### src/rtl/mem_access_queue.sv
// mem_access_queue: in-order load/store queue driving a dual-port data memory.
// Define MEM_ACCESS_STATS_EN to add dual-issue and stall counters.
module mem_access_queue #(
  parameter int DEPTH = 4,
  parameter int TAG_W = 3
) (
  input  logic             clock,
  input  logic             reset,
  input  logic             req_valid0,
  input  logic             req_valid1,
  input  logic             req_store0,
  input  logic             req_store1,
  input  logic [15:0]      req_addr0,
  input  logic [15:0]      req_addr1,
  input  logic [15:0]      req_wdata0,
  input  logic [15:0]      req_wdata1,
  input  logic [TAG_W-1:0] req_tag0,
  input  logic [TAG_W-1:0] req_tag1,
  output logic             req_ready,
  output logic [15:0]      address0,
  output logic [15:0]      address1,
  output logic             read0,
  output logic             read1,
  output logic             write0,
  output logic             write1,
  output logic [15:0]      data_bus_write0,
  output logic [15:0]      data_bus_write1,
  input  logic [15:0]      data_bus_read0,
  input  logic [15:0]      data_bus_read1,
  output logic             resp_valid0,
  output logic             resp_valid1,
  output logic [TAG_W-1:0] resp_tag0,
  output logic [TAG_W-1:0] resp_tag1,
  output logic [15:0]      resp_data0,
  output logic [15:0]      resp_data1
`ifdef MEM_ACCESS_STATS_EN
  ,
  output logic [15:0]      stat_dual,
  output logic [15:0]      stat_stall
`endif
);
  localparam int AW = $clog2(DEPTH);
  localparam int CW = AW + 1;
  logic             q_store [DEPTH];
  logic [15:0]      q_addr  [DEPTH];
  logic [15:0]      q_wdata [DEPTH];
  logic [TAG_W-1:0] q_tag   [DEPTH];
  logic [AW-1:0] head, tail, h1, slot1;
  logic [CW-1:0] count;
  logic have0, have1, st_h, st_h1, dual, acc0, acc1;
  logic [TAG_W-1:0] tag_p0, tag_p1, cap_t0, cap_t1;
  logic cap_v0, cap_v1;
  logic [15:0] cap_d0, cap_d1;
  always_comb begin
    req_ready = count <= CW'(DEPTH - 2);
    h1 = head + AW'(1);
    have0 = count != '0;
    have1 = count >= CW'(2);
    st_h = q_store[head];
    st_h1 = q_store[h1];
    // equal addresses are only safe when both are stores: write1 (younger) wins
    dual = have1 && (st_h || st_h1) && (q_addr[head] != q_addr[h1] || (st_h && st_h1));
    acc0 = req_ready && req_valid0;
    acc1 = req_ready && req_valid1;
    slot1 = acc0 ? tail + AW'(1) : tail;
  end
  always_ff @(posedge clock or negedge reset)
    if (!reset) begin
      head <= '0;
      tail <= '0;
      count <= '0;
    end else begin
      head <= head + AW'(have0) + AW'(dual);
      tail <= tail + AW'(acc0) + AW'(acc1);
      count <= count + CW'(acc0) + CW'(acc1) - CW'(have0) - CW'(dual);
    end
  always_ff @(posedge clock) begin
    if (acc0) begin
      q_store[tail] <= req_store0;
      q_addr[tail] <= req_addr0;
      q_wdata[tail] <= req_wdata0;
      q_tag[tail] <= req_tag0;
    end
    if (acc1) begin
      q_store[slot1] <= req_store1;
      q_addr[slot1] <= req_addr1;
      q_wdata[slot1] <= req_wdata1;
      q_tag[slot1] <= req_tag1;
    end
  end
  // ports -> capture of read data -> response, one register stage each
  always_ff @(posedge clock or negedge reset)
    if (!reset) begin
      {read0, write0, read1, write1} <= '0;
      {address0, address1, data_bus_write0, data_bus_write1} <= '0;
      {tag_p0, tag_p1, cap_t0, cap_t1} <= '0;
      {cap_v0, cap_v1, cap_d0, cap_d1} <= '0;
      {resp_valid0, resp_valid1, resp_tag0, resp_tag1, resp_data0, resp_data1} <= '0;
    end else begin
      read0 <= have0 && !st_h;
      write0 <= have0 && st_h;
      address0 <= have0 ? q_addr[head] : '0;
      data_bus_write0 <= (have0 && st_h) ? q_wdata[head] : '0;
      tag_p0 <= have0 ? q_tag[head] : '0;
      read1 <= dual && !st_h1;
      write1 <= dual && st_h1;
      address1 <= dual ? q_addr[h1] : '0;
      data_bus_write1 <= (dual && st_h1) ? q_wdata[h1] : '0;
      tag_p1 <= dual ? q_tag[h1] : '0;
      cap_v0 <= read0;
      cap_v1 <= read1;
      cap_d0 <= read0 ? data_bus_read0 : '0;
      cap_d1 <= read1 ? data_bus_read1 : '0;
      cap_t0 <= read0 ? tag_p0 : '0;
      cap_t1 <= read1 ? tag_p1 : '0;
      resp_valid0 <= cap_v0;
      resp_valid1 <= cap_v1;
      resp_tag0 <= cap_t0;
      resp_tag1 <= cap_t1;
      resp_data0 <= cap_d0;
      resp_data1 <= cap_d1;
    end
`ifdef MEM_ACCESS_STATS_EN
  always_ff @(posedge clock or negedge reset)
    if (!reset) begin
      stat_dual <= '0;
      stat_stall <= '0;
    end else begin
      if (dual && stat_dual != '1) stat_dual <= stat_dual + 16'd1;
      if ((req_valid0 || req_valid1) && !req_ready && stat_stall != '1) stat_stall <= stat_stall + 16'd1;
    end
`endif
endmodule

### config.mk
export PLATFORM = sky130hd
export DESIGN_NAME = mem_access_queue
export DESIGN_NICKNAME = d
export VERILOG_FILES = /design/src/rtl/mem_access_queue.sv
export SDC_FILE = /design/constraint.sdc
export NUM_CORES = 1
export LEC_CHECK = 0
export ABC_AREA = 1
export CAP_MARGIN = 5
export CORE_MARGIN = 3
export CORE_UTILIZATION = 50
export CTS_BUF_LIST = sky130_fd_sc_hd__clkbuf_16
export DETAILED_ROUTE_END_ITERATION = 12
export HOLD_SLACK_MARGIN = 0.1
export PLACE_DENSITY_LB_ADDON = 0.25
export SLEW_MARGIN = 10
export SYNTH_ARGS = -nofsm -noshare
export SYNTH_HDL_FRONTEND = slang
export SYNTH_SLANG_ARGS = --single-unit
export TNS_END_PERCENT = 10
### constraint.sdc
create_clock -name clock -period 6.1 [get_ports clock]
set_input_delay 0.915 -clock clock [delete_from_list [all_inputs] [get_ports clock]]
set_output_delay 0.915 -clock clock [all_outputs]
set_load 0.05 [all_outputs]
==> summary.md, run 1 <==
| Metric | Value |
|---|---|
| Int Pwr | `5.19 mW` |
| IO Count | `217` |
| # clock sinks | `305` |
| Cell taking the most area after synthesis | `edfxtp_1` |
| CP Capture Type | `flip-flop` |
| Hold_buf cts | `0` |
| CTS buffer count | `31` |
| Final period utilization | `77.9%` |
| Final Power | `9.41 mW` |
| First-pass GRT wire length | `53.1 mm` |
| Clk Latency, worst-skew pair | `560 ps` |
| Skew final | `14.2 ps` |
| First-pass DRT Iterations | `5` |
| Vias/cell | `5.40` |
| Mapped cell area | `13,500 um2` |
| Crit path DAT | `5190 ps` |
| Antenna violations before repair | `2` |
| Worst Setup EP | `count[2]` |
| Wirelength per Cell | `17.2 um` |
| Row count | `59` |
| Post-synth top area share | `32.1%` |
| Post-Layout Cell Count | `1,991` |
| Vias in the first global route | `10,300` |
| Core area | `26,300 um2` |
| R2R Setup Slk | `1350 ps` |
| Unrepaired setup endpoints after global routing | `no` |
| Post_cts resized | `0` |
| Worst R2R Path Depth | `16` |
| Sw power | `4.22 mW` |
| Leak | `7.85 nW` |
| CP most frequent cell | `nand2_1` |
| Clock Path Buffers | `3` |
| Vias | `10,700` |
| Clk slew on worst S/H paths | `60 ps` |
| Peak supply drop | `0.361 mV` |
| Crit path time final | `4750 ps` |
| M1 WL | `14.1 mm` |
| Flop pwr share | `35.0%` |
| DR DRC count | `0` |
| Comb power frac | `46.3%` |
| Mean cell area of the mapped netlist | `9.27 um2` |
| # diodes | `0` |
| CP required | `6540 ps` |
| Sw Ratio | `44.8%` |
| Type of origin of the critical path | `flip-flop` |
| Chip height | `170 um` |
| Crit-path slowest cell | `dfrtp_4` |
| Reg2reg end | `count[2]` |
| Syn Inst Count | `1,451` |
| CTS tree | `yes` |
| Post-CTS Setup Bufs | `0` |
| Initial Util | `51.2%` |
| DRT antenna net count | `0` |
| Port Buf Inserts | `216` |
| Max cap viols | `0` |
| H-tree depth | `1` |
| FILL cells | `2,107` |
| Setup CP Type | `reg -> reg` |
| Crit-path max FO | `62` |
| Setup crit start | `head[0]` |
| Hold crit path type | `reg -> reg` |
| Cells after DPL | `1,933` |
| Worst R2R Start | `head[0]` |
| Fmax | `211 MHz` |
| Max-slew headroom | `25.1%` |
| PD cells | `562 nW/um2` |
| Synth warn | `0` |
| Largest net degree at the start of global routing | `91` |
| 1st-iter DRT viols | `1,014` |
| Clock power frac | `18.7%` |
| Post-synthesis sequential area ratio | `62.1%` |
| # nets final | `1,749` |
| Setup TNS | `0 ps` |
| Die area | `28,900 um2` |
| Unique cell type count in the Yosys netlist | `30` |
| GRT Residual Overflow | `0` |
| Synth area leaders | `edfxtp_1 32%, dfrtp_1 30%, nand2_1 13%, o21ai_0 6.6%, inv_1 3.9%` |
| Worst path cell trace | `inv_2, nand2_2, buf_4, nand2_1, nand2_1, nand2_1, nand2_1, nor2_1, nand3_1, nor2_1, nand2_2, nand2_2, fa_1, fa_1, ha_1, xnor2_1` |
| Met3 wire length | `3.40 mm` |
| Final WS setup | `1350 ps` |
| Syn Nets | `1,569` |
| Final WL | `34.2 mm` |
| Final Setup Violations | `0` |
| Hold path cells | `0` |
| Top flop regs | `q_addr: 64 flops, q_wdata: 64 flops` |
| GRT Total Usage | `23.1%` |
| Layout cells sized above 1 | `4.89%` |
| Status | `complete, no violations` |
| Final HPWL DP | `21.9 mm` |
| RePlAce Congestion | `0.925` |
| Slew @ Worst Pin | `1120 ps` |
| Pre-CTS setup slack | `1410 ps` |
| Yosys reg bits | `305` |
| DR top layer | `met5` |
| Root Driver | `clkbuf_16` |
| Wire length on met2 | `15.7 mm` |
| Critical Path Max Stage Delay | `720 ps` |
| Pins over their slew limit | `0` |
| Fin. Hold Viols | `0` |
| Die width | `170 um` |
| Area delta synth->final | `24.4%` |
[worst max-delay path: cells and delay by family, from the launching register on]
family / cells / cell delay [ps]
adder cells (fa/ha/maj): 3 / 1150
XOR/XNOR: 1 / 120
AND/OR/NAND/NOR: 10 / 1530
flip-flops: 1 / 720
buffers and inverters: 2 / 1080
[worst min-delay path by stage]
stage	start	slack, ps	end
after global routing	cap_d0[14]	350	resp_data0[14]
final	cap_v1	340	resp_valid1
after CTS	cap_d0[13]	340	resp_data0[13]
after floorplan	cap_d0[0]	330	resp_data0[0]
after global placement	cap_v0	330	resp_valid0
after detailed placement	cap_d0[13]	330	resp_data0[13]
[power groups by stage]
stage	sequential [mW]	combinational [mW]	clock (mW)
2_1_floorplan	4.00	2.24	0
3_3_place_gp	3.31	4.23	0
3_5_place_dp	3.34	4.31	0
4_1_cts	3.30	4.33	1.78
5_1_grt	3.37	4.76	1.87
6_report	3.30	4.36	1.76
[layer usage]
metal	GRT usage (%)	up-vias
li1	-	5085
met1	32.0	4999
met2	37.7	578
met3	3.81	81
met4	7.44	4
met5	0	-
[kinds of logic after synthesis]
group,after synthesis,synth area share (%)
xor gates and xnor gates,7,0.456
adders and majority gates,10,1.15
DFF,305,62.1
and+or+nand+nor,640,18.6
buffers and inverters,222,6.72
AOI/OAI and AO/OA,267,10.9
[placed cells by master (no fill, tap or decap), drive strengths merged, types with 32 or more instances in the layout]
master / instances
dfrtp: 161
o21ai: 180
nor2: 110
edfxtp: 144
clkdlybuf4s50: 215
inv: 152
a21oi: 49
clkbuf: 32
nand2: 481
nand3: 41
[synthesized netlist by cell type (all sizes together)]
cell type	number
o21ai	180
edfxtp	144
nand3	41
fa	4
ha	6
nand2	481
dfrtp	161
or2	1
nor2	110
o22ai	1
o221ai	16
inv	142
o211ai	5
a21oi	49
nand4	6
nor3	1
a221oi	16
buf	37
xnor2	4
clkbuf	43
xor2	3
[per-stage QoR]
stage	area [um2]	util (%)	hold WS, ps
4_1_cts	16700	63.7	344
3_5_place_dp	15800	60.0	335
3_3_place_gp	15800	60.0	331
5_1_grt	16700	63.7	351
6_report	16700	63.7	343
2_1_floorplan	13500	-	331
[cell type report]
type	count	area [um2]	area share, %
inverters	142	533	3.19
clock buffers	32	801	4.79
well taps	335	419	2.51
multi-input cells	924	4220	25.2
flip-flops and latches	305	8360	50.0
repair buffers	227	2250	13.4
clock inverters	26	151	0.905
Note: power is estimated with default switching activity, not from simulation.
==> run 2: changes to the inputs <==
CORE_UTILIZATION = 49   (was 50)
clock period = 4.35 ns   (was 6.1 ns; I/O delays follow)
==> run 2 against run 1 <==
Net effect: die area is 2.0% higher; total power is 41% higher; critical path depth is 2 higher; hold slack worse by 150 ps; maximum frequency is 36% higher; sequential power is 37% higher; clock power is 36% higher; highest routed layer is now met4; cell count is 0.85% higher; first-iteration DRC count is 1.4% lower; global-route usage is 0.44 points higher; setup slack worse by 500 ps; largest power group unchanged.
==> summary.md, run 2 (synthesis gave the netlist of run 1 again) <==
| Metric | Value |
|---|---|
| Final WL | `35.2 mm` |
| Top flop regs | `q_addr: 64 flops, q_wdata: 64 flops` |
| First-pass GRT wire length | `55.2 mm` |
| Comb power frac | `48.0%` |
| Clk slew on worst S/H paths | `60 ps` |
| Port Buf Inserts | `216` |
| Initial Util | `49.9%` |
| Post-Layout Cell Count | `2,008` |
| Vias/cell | `5.39` |
| Die width | `172 um` |
| PD cells | `790 nW/um2` |
| Post-CTS Setup Bufs | `0` |
| IO Count | `217` |
| Final Setup Violations | `0` |
| Sw power | `5.97 mW` |
| Max-slew headroom | `36.8%` |
| Unrepaired setup endpoints after global routing | `no` |
| Final HPWL DP | `23.2 mm` |
| Skew final | `10.6 ps` |
| GRT Residual Overflow | `0` |
| Flop pwr share | `33.9%` |
| Crit path DAT | `3980 ps` |
| CP bufs+invs | `2` |
| Antenna violations before repair | `0` |
| Crit-path max FO | `51` |
| Setup TNS | `0 ps` |
| # nets final | `1,761` |
| Final period utilization | `80.5%` |
| CTS tree | `yes` |
| FILL cells | `2,126` |
| Layout cells sized above 1 | `5.28%` |
| Core area | `27,000 um2` |
| Setup CP Type | `reg -> reg` |
| CP required | `4830 ps` |
| Crit path time final | `3500 ps` |
| Max cap viols | `0` |
| Fin area | `16,800 um2` |
| First-pass DRT Iterations | `6` |
| Largest net degree at the start of global routing | `103` |
| Fmax | `285 MHz` |
| Vias in the first global route | `10,500` |
| Status | `complete, no violations` |
| Row count | `60` |
| Delay-heaviest family, CP | `adder cells` |
| Crit-path slowest cell | `dfrtp_4` |
| R2R Setup Slk | `850 ps` |
| # diodes | `0` |
| CP Capture Type | `flip-flop` |
| Type of origin of the critical path | `flip-flop` |
| CTS buffer count | `31` |
| Hold_buf cts | `0` |
| Clk Latency, worst-skew pair | `560 ps` |
| Post_cts resized | `0` |
| Leak | `7.93 nW` |
| DR DRC count | `0` |
| Die area | `29,500 um2` |
| Vias | `10,800` |
| Wirelength per Cell | `17.5 um` |
| # clock sinks | `305` |
| Fin. Hold Viols | `0` |
| Int Pwr | `7.32 mW` |
| Commonest non-fill, non-tap cell in the layout | `nand2_1` |
| RePlAce Congestion | `0.927` |
| Leading cell types in the layout, fill and taps excluded | `470 x nand2_1, 215 x clkdlybuf4s50_1, 178 x o21ai_0` |
| CP most frequent cell | `nand2_1` |
| Area delta synth->final | `25.1%` |
| Slew @ Worst Pin | `948 ps` |
| Root Driver | `clkbuf_16` |
| GRT Total Usage | `23.5%` |
| Clock power frac | `18.1%` |
| 1st-iter DRT viols | `1,000` |
| Critical Path Max Stage Delay | `530 ps` |
| DRT antenna net count | `0` |
| Worst R2R Start | `head[0]` |
| Chip height | `172 um` |
| Area post-placement | `15,900 um2` |
| Worst path cell trace | `inv_2, buf_4, nand2_1, nand2_1, nand2_1, nand2_1, nand2_1, nand2_1, nand2_1, nor2_1, nand2_1, nor2_1, nand2_2, nand2_2, fa_1, fa_1, ha_1, xnor2_1` |
| Setup crit start | `head[0]` |
| Peak supply drop | `0.507 mV` |
| Sw Ratio | `44.9%` |
| Clock Path Buffers | `3` |
| Cells after DPL | `1,951` |
| H-tree depth | `1` |
| Hold crit path type | `in -> async` |
| Pins over their slew limit | `0` |
run 2: final timing paths:
kind	to	cells past startpoint
worst max-delay path	count[2]	18
worst min-delay path	cap_d1[9]	1
worst max register to register	count[2]	18
worst min register to register	resp_data1[14]	0
max in group asynchronous	resp_data1[15]	2
min in group clock	resp_data1[14]	0
run 2: power groups by stage:
stage	registers [mW]	clock network, mW	logic, mW
floorplan	5.61	0	3.14
global placement	4.53	0	6.19
detailed placement	4.56	0	6.32
CTS	4.51	2.44	6.35
global route	4.60	2.56	6.96
finish	4.51	2.40	6.38
run 2: metrics by stage:
stage	worst slack, ps	power [mW]	util (%)	hold WS [ps]
floorplan	781	8.75	-	331
CTS	878	13.3	62.4	247
global route	643	14.1	62.4	286
finish	847	13.3	62.4	191
detailed placement	911	10.9	59.1	335
global placement	1080	10.7	59.1	331
run 2: per-layer routing:
layer,track usage (%),vias up,part of all wire [%]
li1,-,5101,-
met1,32.4,5049,41
met2,37.7,584,45
met3,4.23,98,9.8
met4,8.82,0,3.5
met5,0,-,0
run 2: final cells by class:
class / instances / area (um2) / share of cell area, %
flip-flops and latches: 305 / 8360 / 49.7
multi-input cells: 924 / 4220 / 25.1
repair buffers: 239 / 2370 / 14.1
clock buffers: 31 / 776 / 4.61
inverters: 142 / 533 / 3.17
well taps: 341 / 427 / 2.54
clock inverters: 26 / 139 / 0.825
